===== src/rtl/seq_priority_encoder_pkg.sv =====
// Shared types and width helpers for the sequential priority encoder.
package seq_priority_encoder_pkg;

    typedef enum logic {
        ST_IDLE = 1'b0,
        ST_HOLD = 1'b1
    } state_e;

    function automatic int unsigned enc_w(input int unsigned n);
        return (n > 1) ? $clog2(n) : 1;
    endfunction

    localparam int unsigned DEF_N = 8;
    localparam int unsigned DEF_W = enc_w(DEF_N);

endpackage


===== src/rtl/seq_priority_encoder_if.sv =====
// Request lines plus the valid/ready code stream of the sequential encoder.
interface seq_priority_encoder_if
    import seq_priority_encoder_pkg::*;
#(
    parameter int unsigned N = DEF_N
);
    localparam int unsigned W = enc_w(N);

    logic [N-1:0] in;
    logic [W-1:0] out_code;
    logic         out_valid;
    logic         out_ready;
    logic         ovf;

    modport master (
        input  in,
        input  out_ready,
        output out_code,
        output out_valid,
        output ovf
    );

    modport slave (
        output in,
        output out_ready,
        input  out_code,
        input  out_valid,
        input  ovf
    );

endinterface


===== src/rtl/seq_priority_encoder_prio_enc_lsb.sv =====
// Combinational lowest-set-bit encoder; idx is 0 when no bit is set.
module prio_enc_lsb
    import seq_priority_encoder_pkg::*;
#(
    parameter int unsigned N = DEF_N,
    localparam int unsigned W = enc_w(N)
) (
    input  logic [N-1:0] vec,
    output logic [W-1:0] idx,
    output logic         any
);

    // Scan from the top so the lowest set bit is the last writer.
    always_comb begin
        idx = '0;
        any = 1'b0;
        for (int i = N - 1; i >= 0; i--) begin
            if (vec[i]) begin
                idx = W'(i);
                any = 1'b1;
            end
        end
    end

endmodule


===== src/rtl/seq_priority_encoder.sv =====
// Captures rising edges on N request lines and emits their indices lowest-first
// over a valid/ready handshake; ovf flags an edge that hit a still-pending line.
module seq_priority_encoder
    import seq_priority_encoder_pkg::*;
#(
    parameter int unsigned N = DEF_N
) (
    input  logic                    clk,
    input  logic                    rst,
    seq_priority_encoder_if.master  bus
);

    localparam int unsigned W = enc_w(N);

    state_e       state_q, state_d;
    logic [N-1:0] in_q;
    logic [N-1:0] pending_q, pending_d;
    logic [W-1:0] code_q, code_d;
    logic         ovf_q, ovf_d;

    logic [N-1:0] rise;
    logic [N-1:0] clr;
    logic [W-1:0] sel;
    logic         any_pending;
    logic         load;

    assign rise = bus.in & ~in_q;

    prio_enc_lsb #(
        .N (N)
    ) u_sel (
        .vec (pending_q),
        .idx (sel),
        .any (any_pending)
    );

    // The presented code's bit was cleared when it was loaded, so pending_q
    // already excludes it when HOLD decides whether to chain the next code.
    always_comb begin
        state_d = state_q;
        load    = 1'b0;
        unique case (state_q)
            ST_IDLE: begin
                if (any_pending) begin
                    load    = 1'b1;
                    state_d = ST_HOLD;
                end
            end
            ST_HOLD: begin
                if (bus.out_ready) begin
                    if (any_pending) begin
                        load = 1'b1;
                    end else begin
                        state_d = ST_IDLE;
                    end
                end
            end
            default: state_d = ST_IDLE;
        endcase

        clr       = load ? (N'(1) << sel) : '0;
        // A rise on the bit being cleared is a fresh event and survives.
        pending_d = (pending_q & ~clr) | rise;
        ovf_d     = ovf_q | (|(rise & pending_q & ~clr));
        code_d    = load ? sel : code_q;
    end

    always_ff @(posedge clk) begin
        if (rst) begin
            state_q   <= ST_IDLE;
            in_q      <= bus.in;
            pending_q <= '0;
            code_q    <= '0;
            ovf_q     <= 1'b0;
        end else begin
            state_q   <= state_d;
            in_q      <= bus.in;
            pending_q <= pending_d;
            code_q    <= code_d;
            ovf_q     <= ovf_d;
        end
    end

    assign bus.out_code  = code_q;
    assign bus.out_valid = (state_q == ST_HOLD);
    assign bus.ovf       = ovf_q;

endmodule


===== src/flat_wrapper.sv =====
// flat-port wrapper written by rule: the top's interface ports become plain ports
module seq_priority_encoder_flat import seq_priority_encoder_pkg::*;
#(
    parameter int unsigned N = DEF_N
)
  (clk, rst, bus_in, bus_out_ready, bus_out_code, bus_out_valid, bus_ovf);
  seq_priority_encoder_if #(.N(N)) bus_i ();
  input  logic clk;
  input  logic rst;
  input wire logic [$bits(bus_i.in)-1:0] bus_in;
  input wire logic [$bits(bus_i.out_ready)-1:0] bus_out_ready;
  output wire logic [$bits(bus_i.out_code)-1:0] bus_out_code;
  output wire logic [$bits(bus_i.out_valid)-1:0] bus_out_valid;
  output wire logic [$bits(bus_i.ovf)-1:0] bus_ovf;
  assign bus_i.in = bus_in;
  assign bus_i.out_ready = bus_out_ready;
  assign bus_out_code = bus_i.out_code;
  assign bus_out_valid = bus_i.out_valid;
  assign bus_ovf = bus_i.ovf;
  seq_priority_encoder #(.N(N)) u_core (.clk(clk), .rst(rst), .bus(bus_i));
endmodule

===== config.mk =====
export PLATFORM = sky130hd
export DESIGN_NAME = seq_priority_encoder_flat
export DESIGN_NICKNAME = d
export VERILOG_FILES = /design/src/rtl/seq_priority_encoder_pkg.sv /design/src/rtl/seq_priority_encoder_if.sv /design/src/rtl/seq_priority_encoder_prio_enc_lsb.sv /design/src/rtl/seq_priority_encoder.sv /design/src/flat_wrapper.sv
export SDC_FILE = /design/constraint.sdc
export NUM_CORES = 1
export LEC_CHECK = 0
export CORE_MARGIN = 1
export CORE_UTILIZATION = 48
export DETAILED_ROUTE_END_ITERATION = 10
export GPL_TIMING_DRIVEN = 0
export PLACE_DENSITY = 0.75
export SLEW_MARGIN = 0
export SYNTH_ARGS = -nofsm -noshare
export SYNTH_HDL_FRONTEND = slang
export SYNTH_SLANG_ARGS = --single-unit

===== constraint.sdc =====
create_clock -name clk -period 2.3 [get_ports clk]
set_input_delay 0.69 -clock clk [delete_from_list [all_inputs] [get_ports clk]]
set_output_delay 0.69 -clock clk [all_outputs]
set_load 0.02 [all_outputs]

## Yosys cells after proc, flatten, opt, wreduce, memory -nomap -nowiden

Index checks and enable logic that the tools add are counted.

- Shifts and indexed selects: 1
- Mux-type cells: 22
- Bitwise operators: 9
- Reductions and logical operators: 1

Operators with widths:

| operator | number |
|---|---|
| $and A8 B8 Y8 | 4 |
| $mux W3 | 8 |
| $not A8 Y8 | 2 |
| $mux W1 | 11 |
| $mux W8 | 1 |
| $or A8 B8 Y8 | 1 |
| $reduce_or A8 Y1 | 1 |
| $shl A1 B3 Y8 const A | 1 |
| $pmux W1 S2 | 2 |
| $not A1 Y1 | 1 |
| $or A1 B1 Y1 | 1 |

- Output and inout bits: 5
- Logic and storage cells: 38
- Input bits: 11
- Register bits after elaboration: 21

## Longest topological paths before layout

Gate-level depths: netlist (run 1).

- Depth after elaboration: 16
- Gate-level depth with buffers: 5
- Gate-level depth less buffers: 5

## Hierarchy

A second synthesis (run 1) with hierarchy kept.

- Cell total of the unflattened synthesis: 97
- Area total of the unflattened synthesis: 875.8 µm²

Modules (own cells, without submodules):

| module | cells an instance | area an instance (µm²) | instances | sequential area each (µm²) |
|---|---|---|---|---|
| seq_priority_encoder | 84 | 795.8 | 1 | 420.4 |
| prio_enc_lsb | 13 | 80.1 | 1 | 0.0 |

## Least setup slack after synthesis (run 1)

OpenSTA, ideal clock, no wires.

- Kind: input to register
- From: in bus_out_ready
- To: reg u_core.ovf_q, in the netlist u_core.bus.ovf
- Cell stages on the path: 5
- Arrival time: 1717 ps
- Path buffers: 0
- Slack: 450 ps
- Data required time: 2167 ps
- Path through: and2b_1 > or4_1 > or3b_1 > o2111a_1 > a41oi_1

- Cells in the longest elaborated chain, start to end: 7

Ends and longest elaborated chain:

| element | line | text |
|---|---|---|
| start: declaration | flat_wrapper.sv:11 | `input wire logic [$bits(bus_i.out_ready)-1:0] bus_out_ready;` |
| $mux W1 | seq_priority_encoder.sv:50 | `if (bus.out_ready) begin` |
| $pmux W1 S2 | seq_priority_encoder.sv:42 | `unique case (state_q)` |
| $mux W8 | seq_priority_encoder.sv:61 | `clr = load ? (N'(1) << sel) : '0;` |
| $not A8 Y8 | seq_priority_encoder.sv:64 | `ovf_d = ovf_q \| (\|(rise & pending_q & ~clr));` |
| $and A8 B8 Y8 | seq_priority_encoder.sv:64 |  |
| $reduce_or A8 Y1 | seq_priority_encoder.sv:64 |  |
| $or A1 B1 Y1 | seq_priority_encoder.sv:64 |  |
| end signal: assignment | seq_priority_encoder.sv:80 | `ovf_q <= ovf_d;` |
| end: declaration | seq_priority_encoder.sv:19 | `logic ovf_q, ovf_d;` |

No other way between the ends.
A chain may end at the register's enable or synchronous reset.

## Worst setup path after layout (run 1)

Ends and elaborated chain as after synthesis.

==> results of run 1 <==
## routing by layer
layer	up-vias	track usage (%)	part of all wire, %
met3	5	3.830	4.4
met1	310	27.13	51
met5	-	0	0
li1	352	-	-
met4	0	10.91	2.6
met2	15	28.36	42
## worst register-to-register path, delay by kind of cell, from the launching register on
kind            cells  cell delay [ns]
compound gates      3             0.45
flops               1             0.38
simple gates        2             0.74
## state kept, by name, indices dropped and copies added (netlist names)
name,cells
u_core.bus.out_code,3
u_core.pending_q,8
u_core.in_q,8
u_core.bus.out_valid,1
u_core.bus.ovf,1
## path summary, 6_finish.rpt
check | cells after the start | endpoint | start
worst max-delay path | 6 | u_core.bus.ovf | bus_out_ready
worst min-delay path | 2 | u_core.bus.out_code[0] | u_core.bus.out_code[0]
worst max register to register | 5 | u_core.bus.ovf | u_core.pending_q[2]
worst min register to register | 2 | u_core.bus.out_code[0] | u_core.bus.out_code[0]
## cells by family (layout without fill, tap and decap cells)
group / Yosys count / after routing
AO/OA/AOI/OAI: 28 / 28
buffers and inverters: 4 / 23
AND/OR/NAND/NOR: 35 / 35
flip-flops: 21 / 21
## metrics by stage
step | instances | hold WS (ns) | worst slack (ns)
finish | 123 | 0.4671 | 0.1423
global placement | 119 | 0.4500 | -0.1528
global route | 123 | 0.4816 | 0.06999
floorplan | 88 | 0.4626 | 0.4501
CTS | 123 | 0.4689 | 0.1286
detailed placement | 119 | 0.4495 | -0.1830
## placed cells by master, fill, tap and decap left out
cell / instances
clkbuf_1: 2
nand2b_1: 7
a2111oi_0: 1
o21ai_2: 1
nand4b_1: 2
o21bai_1: 1
a41oi_1: 1
a211oi_1: 1
clkdlybuf4s50_1: 15
and2b_1: 1
nor2_1: 9
nor2b_1: 3
nand3_1: 1
or2_2: 1
o21ai_0: 5
dfxtp_1: 21
or3b_1: 1
o31ai_1: 1
o211a_1: 1
nand2b_4: 1
or4_1: 2
or4_4: 1
inv_1: 3
and3b_1: 1
nand2_1: 5
o2111a_1: 1
o21ai_1: 1
a21oi_1: 14
clkbuf_4: 3
## cell type report
class	instances	share of cell area, %
Tap cell	16	1.980
Multi-Input combinational cell	63	37.50
Inverter	3	1.114
Buffer	1	0.3713
Timing Repair Buffer	15	14.85
Sequential cell	21	41.58
Clock buffer	4	2.599
## where the power goes
group	internal [mW]	total, mW	leakage, nW	switching (mW)
registers	0.390	0.409	0.175	0.0190
clock network	0.0677	0.179	0.0150	0.111
logic	0.0706	0.135	0.190	0.0641
total	0.528	0.722	0.380	0.194
==> results.md, run 1 <==
- Mapped cell area: 814.5 um2
- Multi-input logic area: 379.1 um2
- FP Rows: 14
- CTS resizes: 0
- Crit Path Category: in2reg
- Starting Density: 52.84%
- Hold Violations, Final: 0
- Yosys cell types: 27
- Register area: 420.4 um2
- Post-synth top area share: 51.61%
- Adder-cell share of the synthesized area: 0%
- Post-synth EDFFs: 0
- Core area: 1541 um2
- Finished layout cell area: 1011 um2
- Die Area: 1866 um2
- Post-Synth XOR/XNOR Area: 0%
- Post-synthesis mux area share: 0%
- Sequential fraction of the synthesis area: 51.61%
- Clock root cell: clkbuf_4
- I/O Buffers: 15
- Clk sinks: 21
- Hold WC Path Type: reg2reg
- DR iter-0 viols: 8
- Status: finished, final reports clean
- Cts bufs inserted: 3
- Residual DRC count: 0
- Syn-to-layout area delta: 24.12%
- Die Ht: 43.20 um
- Fmax: 463.5 MHz
- Top-count cell post-synth: dfxtp_1
- Final Wtd Congestion: 0.8327
- Setup TNS: 0 ns
- Vias in the first global route: 612
- Final setup vio count: 0
- Worst path bufs/invs: 1
- CTS max path bufs: 2
- Largest net degree at the start of global routing: 12
- Async SR Flop Fraction: 0%
- Chip width: 43.20 um
- Synth top cells by count: dfxtp_1, a21oi_1, nor2_1, nand2b_1
- RSZ-0062 raised after global routing: false
- Max cap viols: 0
- Slew at the pin closest to its max-slew limit: 0.4543 ns
- First-pass GRT wire length: 2663 um
- Worst Path Required: 2.49 ns
- Arrival @ worst endpoint: 2.35 ns
- Syn Inst Count: 88
- Main combinational cell family by area after synthesis: simple AND/OR/NAND/NOR gates
- Number of diodes: 0
- Worst path cell trace: clkdlybuf4s50_1, and2b_1, or4_1, or3b_1, o2111a_1, a41oi_1
- I/O Pins: 16
- Crit share post-route: 93.81%
- Final WL: 1533 um
- Final ANT Viol Nets: 0
- Gr usage total: 19.63%
- Initial antenna violation count: 0
- CTS tree: done
- Detailed-route wire length per cell: 12.46 um
- Seq cells post-synth: 21
- Syn nets: 99
- Min cycle time layout: 2.158 ns
- Synth Flop Type: dfxtp_1
- Slew Viols, Final: 0
- Share of cells above drive strength 1: 6.542%
- Largest stage delay, worst path: 0.46 ns
- VDD IR max: 0.0003719 V
- Final #Nets: 119
- YS warnings: 0
- Number of fill cells in the layout: 142
- Slew HR: 69.71%
- Power Density: 714.5 nW/um2
- Half-perimeter wire length after placement: 1133 um
- Area after DPL: 984.7 um2
- Post-Route Utilization: 65.58%
- Cts hold-fix bufs: 0
- Max H-tree Level: 1
- PnR Total Power: 0.7223 mW
- Post-CTS Setup Bufs: 0
- Clock Pin Slew Worst Setup and Hold Paths: 0.11 ns
- Vias: 682
- Total gr overflow: 0
- Clk Latency, worst-skew pair: 0.31 ns
- Setup crit end kind: flip-flop
- Delay-heaviest family, CP: simple AND/OR/NAND/NOR gates
- Post-synthesis compound-gate area fraction: 20.89%
- Synth area leaders: dfxtp_1, a21oi_1, nand2b_1, nor2_1, o21ai_0
- Slowest-stage cell, CP: clkdlybuf4s50_1
- Vias per std cell: 5.545
- Layout Skew: 0.003129 ns
- Avg Cell Area, Syn: 9.256 um2
- Simple-gate portion of the synthesized area: 25.65%
- Worst reg2reg setup slack: 0.61 ns
- DR pass1 iterations: 4
- Worst Path Max Fanout: 6
- Leakage Power: 0.3798 nW
- Area leader, netlist: dfxtp_1
- Crit start category: input pin
Power figures use the tool's default switching activity.
==> run 2: changes to the inputs <==
--- a/config.mk
+++ b/config.mk
@@ -7,8 +7,8 @@
 export LEC_CHECK = 0
 export CORE_MARGIN = 1
 export CORE_UTILIZATION = 48
+export CTS_CLUSTER_SIZE = 20
 export DETAILED_ROUTE_END_ITERATION = 10
-export GPL_TIMING_DRIVEN = 0
 export PLACE_DENSITY = 0.75
 export SLEW_MARGIN = 0
 export SYNTH_ARGS = -nofsm -noshare
==> results.md, run 2 (synthesis results as in run 1) <==
- Worst Path Required: 2.47 ns
- Cts hold-fix bufs: 0
- Crit Path Category: in2reg
- Post-Route Utilization: 66.31%
- Vias per std cell: 5.661
- Largest net degree at the start of global routing: 14
- Cts bufs inserted: 3
- DR iter-0 viols: 31
- Half-perimeter wire length after placement: 1162 um
- Vias in the first global route: 663
- Hold Violations, Final: 0
- CTS resizes: 0
- PnR Total Power: 0.7231 mW
- Crit start category: input pin
- First-pass GRT wire length: 2794 um
- Number of diodes: 0
- Slew at the pin closest to its max-slew limit: 0.5001 ns
- Clk sinks: 21
- Clock Pin Slew Worst Setup and Hold Paths: 0.11 ns
- I/O Pins: 16
- Setup crit end kind: flip-flop
- Post-route setup slack: 0.2280 ns
- RSZ-0062 raised after global routing: false
- Die Area: 1866 um2
- Hold WC Path Type: reg2reg
- Status: finished, final reports clean
- Arrival @ worst endpoint: 2.24 ns
- Layout Skew: 0.004341 ns
- Clk Latency, worst-skew pair: 0.30 ns
- Residual DRC count: 0
- Crit share post-route: 90.09%
- Leakage Power: 0.3888 nW
- Fmax: 482.6 MHz
- Chip width: 43.20 um
- Slew HR: 66.55%
- Vias: 702
- Slew Viols, Final: 0
- Final ANT Viol Nets: 0
- Initial antenna violation count: 0
- CTS tree: done
- Power Density: 707.4 nW/um2
- Max H-tree Level: 1
- Final Wtd Congestion: 0.7822
- VDD IR max: 0.0004224 V
- Commonest non-fill, non-tap cell in the layout: dfxtp_1
- Gr usage total: 20.58%
- DR pass1 iterations: 4
- Place WS: -0.07318 ns
- Detailed-route wire length per cell: 13.11 um
- Finished layout cell area: 1022 um2
- Max cap viols: 0
- Worst Path Max Fanout: 2
- Post-CTS Setup Bufs: 0
- Starting Density: 52.84%
- Final setup vio count: 0
- Most frequent cells in the layout: dfxtp_1, clkdlybuf4s50_1, a21oi_1
- Final #Nets: 120
- FP Rows: 14
- CTS max path bufs: 2
- Total gr overflow: 0
- Min cycle time layout: 2.072 ns
- I/O Buffers: 15
- Share of cells above drive strength 1: 8.333%
- Clock root cell: clkbuf_4
- Core area: 1541 um2
- Syn-to-layout area delta: 25.50%
- Final WL: 1626 um
- Die Ht: 43.20 um
- Area after DPL: 996.0 um2
-- run 2: cell count changes in the layout (fill, tap and decap cells not counted), sizes merged --
cell,delta
clkbuf,-1
buf,+2
-- run 2: per-layer routing --
metal	GRT usage (%)	vias up	wire length, um
met5	0	-	0
met4	13.33	0	29
met3	6.383	4	75
met2	30.75	22	721
met1	25.20	320	800
li1	-	356	-
-- run 2: final timing paths --
kind / from / to / slack [ns] / depth (start not counted)
max: bus_out_ready / u_core.bus.ovf / 0.23 / 6
min: u_core.bus.out_code[0] / u_core.bus.out_code[0] / 0.48 / 2
max reg2reg: u_core.pending_q[2] / u_core.bus.ovf / 0.63 / 5
min reg2reg: u_core.bus.out_code[0] / u_core.bus.out_code[0] / 0.48 / 2
-- run 2: layout make-up --
cell class	count	area (um2)
clock buffer	4	26.28
inverter	3	11.26
sequential	21	420.4
tap	16	20.02
fill	133	519.2
timing repair buffer	17	165.2
multi-input combinational	63	379.1
-- run 2: through the flow --
step,cells,hold WS (ns),TNS [ns]
finish,124,0.4767,0
CTS,124,0.4725,0
floorplan,88,0.4626,0
detailed placement,120,0.4528,-0.07318
global placement,120,0.4495,-0.04225
global route,124,0.4868,0
-- run 2: worst max-delay path: stages --
cell             delay (ns)
clkdlybuf4s50_1        0.47
and2b_1                0.20
or4_1                  0.43
or3b_1                 0.18
o2111a_1               0.17
a41oi_1                0.10
-- run 2: power breakdown --
part | internal, mW | switching (mW)
logic | 0.0752 | 0.0661
clock network | 0.0676 | 0.104
registers | 0.390 | 0.0201
